File: src/rtl/qp_pkg.sv
// qp_pkg: shared state encoding, widths and defaults for the QP divide-by-6 controller.
package qp_pkg;
  localparam int QP_W  = 6;
  localparam int DIV_W = 4;
  localparam int MOD_W = 3;
  localparam logic [QP_W-1:0] QP_MAX_DEF   = 6'd51;
  localparam logic [QP_W-1:0] DIV_STEP_DEF = 6'd6;
  typedef enum logic [1:0] {IDLE, LUMA, CHROMA, VALID} qp_state_e;
  function automatic logic [QP_W-1:0] qp_sat(input logic [QP_W-1:0] qp, input logic [QP_W-1:0] qmax);
    return (qp > qmax) ? qmax : qp;
  endfunction
endpackage

File: src/rtl/qp_div6_step.sv
// qp_div6_step: shared iterative subtract-by-step unit with remainder/quotient registers.
module qp_div6_step
  import qp_pkg::*;
#(
  parameter logic [QP_W-1:0] DIV_STEP = DIV_STEP_DEF
) (
  input  logic             clk,
  input  logic             reset_n,
  input  logic             load,
  input  logic [QP_W-1:0]  load_val,
  input  logic             step,
  output logic [DIV_W-1:0] quo,
  output logic [MOD_W-1:0] mod,
  output logic             done
);
  logic [QP_W-1:0] rem;
  assign done = rem < DIV_STEP;
  assign mod  = rem[MOD_W-1:0];
  always_ff @(posedge clk) begin
    if (!reset_n) begin
      rem <= '0;
      quo <= '0;
    end else if (load) begin
      rem <= load_val;
      quo <= '0;
    end else if (step && !done) begin
      rem <= rem - DIV_STEP;
      quo <= quo + DIV_W'(1);
    end
  end
endmodule

File: src/rtl/qp_div6_ctrl.sv
// qp_div6_ctrl: sequences luma then chroma QP split into QP/6 and QP%6 over one shared step unit.
module qp_div6_ctrl
  import qp_pkg::*;
#(
  parameter logic [QP_W-1:0] QP_MAX   = QP_MAX_DEF,
  parameter logic [QP_W-1:0] DIV_STEP = DIV_STEP_DEF
) (
  input  logic             clk,
  input  logic             reset_n,
  input  logic             qp_start,
  input  logic [QP_W-1:0]  QPy,
  input  logic [QP_W-1:0]  QPc,
  input  logic             iq_ready,
  output logic             qp_busy,
  output logic             qp_valid,
  output logic [DIV_W-1:0] QPy_div6,
  output logic [MOD_W-1:0] QPy_mod6,
  output logic [DIV_W-1:0] QPc_div6,
  output logic [MOD_W-1:0] QPc_mod6,
  output logic             qp_overrun,
  output logic             qp_range_err
);
  qp_state_e state, nxt;
  logic [QP_W-1:0] qpc_cap, load_val;
  logic [DIV_W-1:0] quo;
  logic [MOD_W-1:0] mod;
  logic accept, load, step, done;
  assign accept   = qp_start && (state == IDLE || (state == VALID && iq_ready));
  assign qp_busy  = state != IDLE;
  assign qp_valid = state == VALID;
  always_comb begin
    nxt      = state;
    load     = accept;
    load_val = qp_sat(QPy, QP_MAX);
    step     = 1'b0;
    case (state)
      IDLE:   nxt = accept ? LUMA : IDLE;
      LUMA: begin
        step = 1'b1;
        if (done) begin
          nxt      = CHROMA;
          load     = 1'b1;
          load_val = qpc_cap;
        end
      end
      CHROMA: begin
        step = 1'b1;
        nxt  = done ? VALID : CHROMA;
      end
      VALID:  nxt = !iq_ready ? VALID : (qp_start ? LUMA : IDLE);
      default: nxt = IDLE;
    endcase
  end
  qp_div6_step #(.DIV_STEP(DIV_STEP)) u_step (
    .clk(clk), .reset_n(reset_n), .load(load), .load_val(load_val),
    .step(step), .quo(quo), .mod(mod), .done(done)
  );
  always_ff @(posedge clk) begin
    if (!reset_n) begin
      state        <= IDLE;
      qpc_cap      <= '0;
      QPy_div6     <= '0;
      QPy_mod6     <= '0;
      QPc_div6     <= '0;
      QPc_mod6     <= '0;
      qp_overrun   <= 1'b0;
      qp_range_err <= 1'b0;
    end else begin
      state <= nxt;
      if (accept) begin
        qpc_cap <= qp_sat(QPc, QP_MAX);
        if (QPy > QP_MAX || QPc > QP_MAX) qp_range_err <= 1'b1;
      end
      if (qp_start && !accept) qp_overrun <= 1'b1;
      // results only move at the end of a pass; consumers qualify with qp_valid
      if (state == LUMA && done) begin
        QPy_div6 <= quo;
        QPy_mod6 <= mod;
      end
      if (state == CHROMA && done) begin
        QPc_div6 <= quo;
        QPc_mod6 <= mod;
      end
    end
  end
endmodule

File: config.mk
export PLATFORM = sky130hd
export DESIGN_NAME = qp_div6_ctrl
export DESIGN_NICKNAME = d
export VERILOG_FILES = /design/src/rtl/qp_pkg.sv /design/src/rtl/qp_div6_step.sv /design/src/rtl/qp_div6_ctrl.sv
export SDC_FILE = /design/constraint.sdc
export NUM_CORES = 1
export LEC_CHECK = 0
export BUFFER_PORTS_ARGS = -buffer_cell sky130_fd_sc_hd__clkbuf_2
export CAP_MARGIN = 25
export CORE_ASPECT_RATIO = 0.9
export CORE_MARGIN = 5
export CORE_UTILIZATION = 48
export CTS_CLUSTER_DIAMETER = 100
export CTS_CLUSTER_SIZE = 14
export DETAILED_ROUTE_END_ITERATION = 6
export MAX_ROUTING_LAYER = met4
export PLACE_DENSITY = 0.74
export SLEW_MARGIN = 5
export SYNTH_ARGS = -nofsm -noshare
export SYNTH_HDL_FRONTEND = slang
export SYNTH_SLANG_ARGS = --single-unit
File: constraint.sdc
create_clock -name clk -period 1.8 [get_ports clk]
set_input_delay 0.09 -clock clk [delete_from_list [all_inputs] [get_ports clk]]
set_output_delay 0.09 -clock clk [all_outputs]
set_load 0.05 [all_outputs]
# == Word level (Yosys, flattened, before mapping) ==
# Cells that the tools add are included.
# totals
reg_bits,34
latch_bits,0
mem_bits_rw,0
romBits,0
in_bits,16
word_cells,51
n_memories,0
# classes
add_sub_neg,2
mul,0
div_mod_pow,0
order_cmp,3
eq_ne,4
n_shift,0
mux,15
bitwise_logic,1
n_reduce_logical,16
# op_table
op,count
6-bit two-way mux,6
6-bit greater-than comparator (second input constant),2
2-bit one-hot mux with 4 select lines,1
1-bit logical AND,6
6-bit by 3-bit < comparator with 1-bit output (second input constant),1
1-bit two-way mux,6
6-bit by 3-bit subtractor with 6-bit output (second input constant),1
4-bit by 1-bit adder with 4-bit output (second input constant),1
2-bit equality test (second input constant),2
2-bit two-way mux,2
2-bit nonzero test,2
2-bit OR reduction,2
2-bit by 1-bit equality test with 1-bit output (second input constant),1
1-bit zero test,2
2-bit zero test,1
1-bit logical OR,2
2-bit inequality test (second input constant),1
2-bit AND reduction,1
1-bit NOT,1

# == Logic depth before layout (Yosys ltp) ==
# depth
ltp_word,7
mapped_depth,7

# == Modules after synthesis ==
# A second synthesis with hierarchy kept.
# unflattened
cells_unflattened,214
area_unflattened_um2,1721.7
# modules_own_cells
mod,n_inst,cells_per_inst,area_each_um2
qp_div6_ctrl,1,142,1122.3
qp_div6_step,1,72,599.3

# == Worst setup path after synthesis ==
# Ideal clock, no wire load.
# synth_path
path_type,reg2reg
from,register state[1]
to,register qpc_cap[0]
setup_ns,0.116
arrival_ns,1.882
required_ns,1.684
slack_ns,-0.198
path_stages_with_launch,7
path_buffers,1
synth_period_minus_slack_ns,1.998
path_cell_list,dfxtp_1 ha_1 a21oi_1 nor2_1 clkbuf_1 nand3b_1 o211a_1
# synth_via
elab_chain_len,4
# synth_rtl
item,line,rtl
"start, declared",qp_div6_ctrl.sv:23,"qp_state_e state, nxt;"
"start signal, assigned",qp_div6_ctrl.sv:69,state <= nxt;
2-bit equality test,-,
named net qp_valid,qp_div6_ctrl.sv:15,"output logic qp_valid,"
1-bit logical AND,qp_div6_ctrl.sv:28,assign accept = qp_start && (state == IDLE || (state == VALID && iq_ready));
1-bit logical OR,qp_div6_ctrl.sv:28,
1-bit logical AND,qp_div6_ctrl.sv:28,
"end signal, assigned",qp_div6_ctrl.sv:71,"qpc_cap <= qp_sat(QPc, QP_MAX);"
"end, declared",qp_div6_ctrl.sv:24,"logic [QP_W-1:0] qpc_cap, load_val;"
# The timed path passes the listed nets, and every way through them passes these cells.
# A chain may end at the register's enable or synchronous reset.

# == Worst setup path after layout ==
# layout_path
from,register u_step.rem[2]
to,register u_step.rem[2]
# layout_via
elab_chain_len,4
# layout_rtl
item,line,rtl
"start, declared",qp_div6_step.sv:16,logic [QP_W-1:0] rem;
"start signal, assigned",qp_div6_step.sv:24,rem <= load_val;
"start signal, assigned",qp_div6_step.sv:27,rem <= rem - DIV_STEP;
6-bit by 3-bit < comparator with 1-bit output,qp_div6_step.sv:17,assign done = rem < DIV_STEP;
6-bit two-way mux (tied with other cells),qp_div6_ctrl.sv:40,if (done) begin
6-bit two-way mux (tied with other cells),qp_div6_ctrl.sv:36,case (state)
6-bit two-way mux / 2-bit nonzero test (equally long branches),-,
# Several ways; a longest one is shown, not always the timed one. The select of a mux whose other input is x is not followed.

==> implementation parameters <==
Parameter                              Value

Hold path
  Type of the tightest min-delay check    in -> reg

Timing
  Final Max Tran Viols    0
  Hold Worst Slack    around 0.057 ns
  Number of hold violations in the final report    0
  Worst clock skew on the final layout    between 0.003 and 0.004 ns
  Total negative slack for setup checks    0 ns
  Setup violations, final    0
  Peak clock frequency supported by timing    between 600 and 700 MHz
  Tcrit/Tclk final    0.9233
  Slew at the pin closest to its max-slew limit    roughly 0.53 ns
  Unrepaired setup endpoints after global routing    false
  Final Critical Period    between 1.5 and 2 ns
  Normalized max-slew margin    0.6456

Power and ir drop
  Internal power    1.772 mW
  Part of the power in combinational logic    0.458
  Clk network pwr share    0.190
  Share of total power consumed by net switching    0.4082
  Leakage power summed over all cells    between 0.8 and 0.9 nW
  Net switching power    approximately 1.2 mW
  IR Drop Worst-Case VDD    approximately 0.00084 V
  Pwr Density    1475 nW/um^2
  Power share of the sequential group    0.351

GRT
  Overall Global Routing Usage    0.1787
  Global-route wire length before repair    ~6.4 mm
  Antenna violations before repair    0
  GRT Residual Overflow    0
  Number of global-route vias before repair    around 1500
  Pin count of the biggest net entering global routing    32

Drt
  Remaining antenna violation count after routing    0
  Total Wirelength    between 3 and 4 mm
  Average routed wire per standard cell    about 14 microns
  Iteration-0 DRC count of the detailed router    36
  Number of search-and-repair iterations in the first detailed-routing pass    4
  Total vias in the final route    roughly 1500
  DRC violation count after routing    0
  Number of vias per cell    between 5 and 6

Place
  Dpl cells    268
  Hpwl dp    2.798 mm
  Post-placement cell area    1928 sq um
  Number of port buffers    33
  Weighted congestion at the end of routability-driven global placement    between 0.9 and 1

Cells and area
  Nets    254
  Commonest non-fill, non-tap cell in the layout    sky130_fd_sc_hd__nand2_1
  Post-layout instance area    about 2000 sq um
  Synth-to-layout area growth    21.14%
  Number of non-filler instances in the completed layout    between 200 and 300
  Antenna Diode Count    0
  Fraction of layout cells with a size suffix above 1    0.2629
  Highest-count cells in the layout ignoring fill and taps    sky130_fd_sc_hd__nand2_1 (36), sky130_fd_sc_hd__clkbuf_2 (33), sky130_fd_sc_hd__dfxtp_1 (32), sky130_fd_sc_hd__nand3_1 (13), sky130_fd_sc_hd__buf_4 (13)
  Total of fill cells in the finished design    around 330

Clock network
  CTS root buffer    sky130_fd_sc_hd__clkbuf_8
  Number of sinks on the clock net    34
  Clock insertion delay at the later pin of the skew report    roughly 0.28 ns
  Maximum root-to-sink buffer count    2
  Number of H-tree branching levels    2
  Resized cells post-CTS    1
  Setup bufs post-CTS    0
  Hold bufs inserted after CTS    0
  Number of buffers added by the clock tree synthesis step    5
  TritonCTS clock tree    yes
  Worst-path clk slew    ~0.060 ns

Logic synthesis
  Post-synth design cell area    roughly 1700 sq um
  Post-synthesis share of cell area spent on and, or, nand and nor gates    0.1994
  Main combinational cell family by area after synthesis    compound AO/OA/AOI/OAI gates
  Post-synth top area share    0.4063
  Synth area leader    sky130_fd_sc_hd__dfxtp_1
  Flip-flop and latch count after synthesis    34
  Synthesized instance count    191
  Xor/xnor share of the synthesized area    0.03137
  Multiplexer share of the synthesized area    0
  Main area contributors after synthesis    sky130_fd_sc_hd__dfxtp_1 (41%), sky130_fd_sc_hd__nand2_1 (8.1%), sky130_fd_sc_hd__ha_1 (5.2%), sky130_fd_sc_hd__a21boi_0 (4.9%), sky130_fd_sc_hd__nand3_1 (3.9%)
  Number of warnings reported in the yosys synthesis log    0
  Post-synthesis compound-gate area fraction    0.2554
  Synth cell types    41
  Number of nets in the synthesized netlist    between 200 and 250
  Avg Synthesized Cell Area    around 8.8 sq um
  Adder and majority cell fraction of the synthesized area    0.05228
  Share of the yosys chip area belonging to registers    0.4063

Critical path
  Critical path launch point type    flip-flop
  Required time of the critical path    about 2 ns
  Crit path kind    reg -> reg
  Maximum net fanout on the critical path    11
  Crit. End Element    flip-flop
  Arr. time, crit path    between 1.5 and 2 ns

Status
  Result of the run    finished, final reports clean

Run
  Max_cap viols    0

Die
  Number of top-level design ports    34
  Die footprint    4773 sq um
  Die boundary width    between 70 and 80 microns
  Placeable core region    between 3000 and 4000 sq um
  Cell row count    20
  Die Span Y    66.05 microns
  Starting Density    0.4959
==> logic make-up (layout without fill, tap and decap cells) <==
family | after synthesis | in the layout
flip-flops | 34 | 34
adder cells (fa/ha/maj) | 7 | 7
AND/OR/NAND/NOR | 73 | 73
buffers and inverters | 17 | 58
XOR/XNOR | 6 | 6
AO/OA/AOI/OAI | 54 | 54
==> layer usage <==
| metal | GRT usage | vias to the layer above | share of wire |
|---|---|---|---|
| li1 | - | 758 | - |
| met1 | 0.1953 | 685 | 0.43 |
| met2 | 0.2920 | 51 | 0.47 |
| met3 | 0.06231 | 10 | 0.067 |
| met4 | 0.08216 | 0 | 0.026 |
| met5 | - | - | 0 |
==> cells in the mapped netlist (all sizes together) <==
master and number:
a2111o 1, a2111oi 1, a211o 1, a211oi 2
a21boi 19, a21o 1, a21oi 7, a221o 1
a311oi 1, a31oi 2, and2 3, and3 1
buf 6, clkbuf 7, dfxtp 34, ha 7
inv 4, nand2 37, nand2b 1, nand3 13
nand3b 2, nand4 2, nor2 5, nor2b 2
nor3 5, nor4 2, o211a 2, o211ai 4
o21a 2, o21ai 3, o22ai 1, o31a 2
o31ai 1, o41ai 3, xnor2 3, xor2 3
==> state kept, by name, summed over array words and instances, names as in the netlist <==
name and flops:
qp_range_err 1, QPy_mod6 3, QPc_div6 4, qp_overrun 1, u_step.rem 6, u_step.quo 4
state 2, qpc_cap 6, QPc_mod6 3, QPy_div6 4
==> final cells by class <==
type / instances / area [sq um] / area share
Clock buffer: 7 / 86.33 / 0.04254
Timing Repair Buffer: 46 / 262.8 / 0.1295
Inverter: 4 / 15.01 / 0.007398
Tap cell: 44 / 55.05 / 0.02713
Sequential cell: 34 / 683.2 / 0.3366
Multi-Input combinational cell: 140 / 922.1 / 0.4544
Clock inverter: 1 / 5.005 / 0.002466
==> power by group through the flow <==
stage	Combinational (mW)	Sequential [mW]	Clock, mW
final	1.37	1.05	0.570
after global routing	1.51	1.08	0.630
after CTS	1.36	1.05	0.588
after detailed placement	1.34	1.06	0
after global placement	1.33	1.06	0
after floorplan	0.985	1.07	0
==> final timing paths <==
| check | startpoint | to | slack (ns) | cells past startpoint |
|---|---|---|---|---|
| setup / recovery | u_step.rem[2] | u_step.rem[2] | 0.14 | 5 |
| hold / removal | QPc[5] | qpc_cap[5] | 0.06 | 3 |
| setup reg to reg | u_step.rem[2] | u_step.rem[2] | 0.14 | 5 |
| hold reg to reg | QPy_mod6[1] | QPy_mod6[1] | 0.45 | 2 |
==> per-stage QoR <==
| stage | power (mW) | setup WS [ns] | utilization |
|---|---|---|---|
| global placement | 2.389 | 0.1353 | 0.5707 |
| floorplan | 2.050 | 0.1239 | - |
| detailed placement | 2.401 | 0.09959 | 0.5707 |
| CTS | 2.993 | 0.03020 | 0.5981 |
| finish | 2.994 | 0.1380 | 0.6007 |
| global route | 3.211 | 0.01153 | 0.6007 |
==> worst max-delay path, cell delays in order (launching register included) <==
cell,delay [ns]
sky130_fd_sc_hd__dfxtp_1,0.36
sky130_fd_sc_hd__a2111oi_4,0.39
sky130_fd_sc_hd__and2_1,0.45
sky130_fd_sc_hd__buf_4,0.20
sky130_fd_sc_hd__nand2_1,0.06
sky130_fd_sc_hd__a31oi_1,0.13
(Power assumes the default switching activity.)
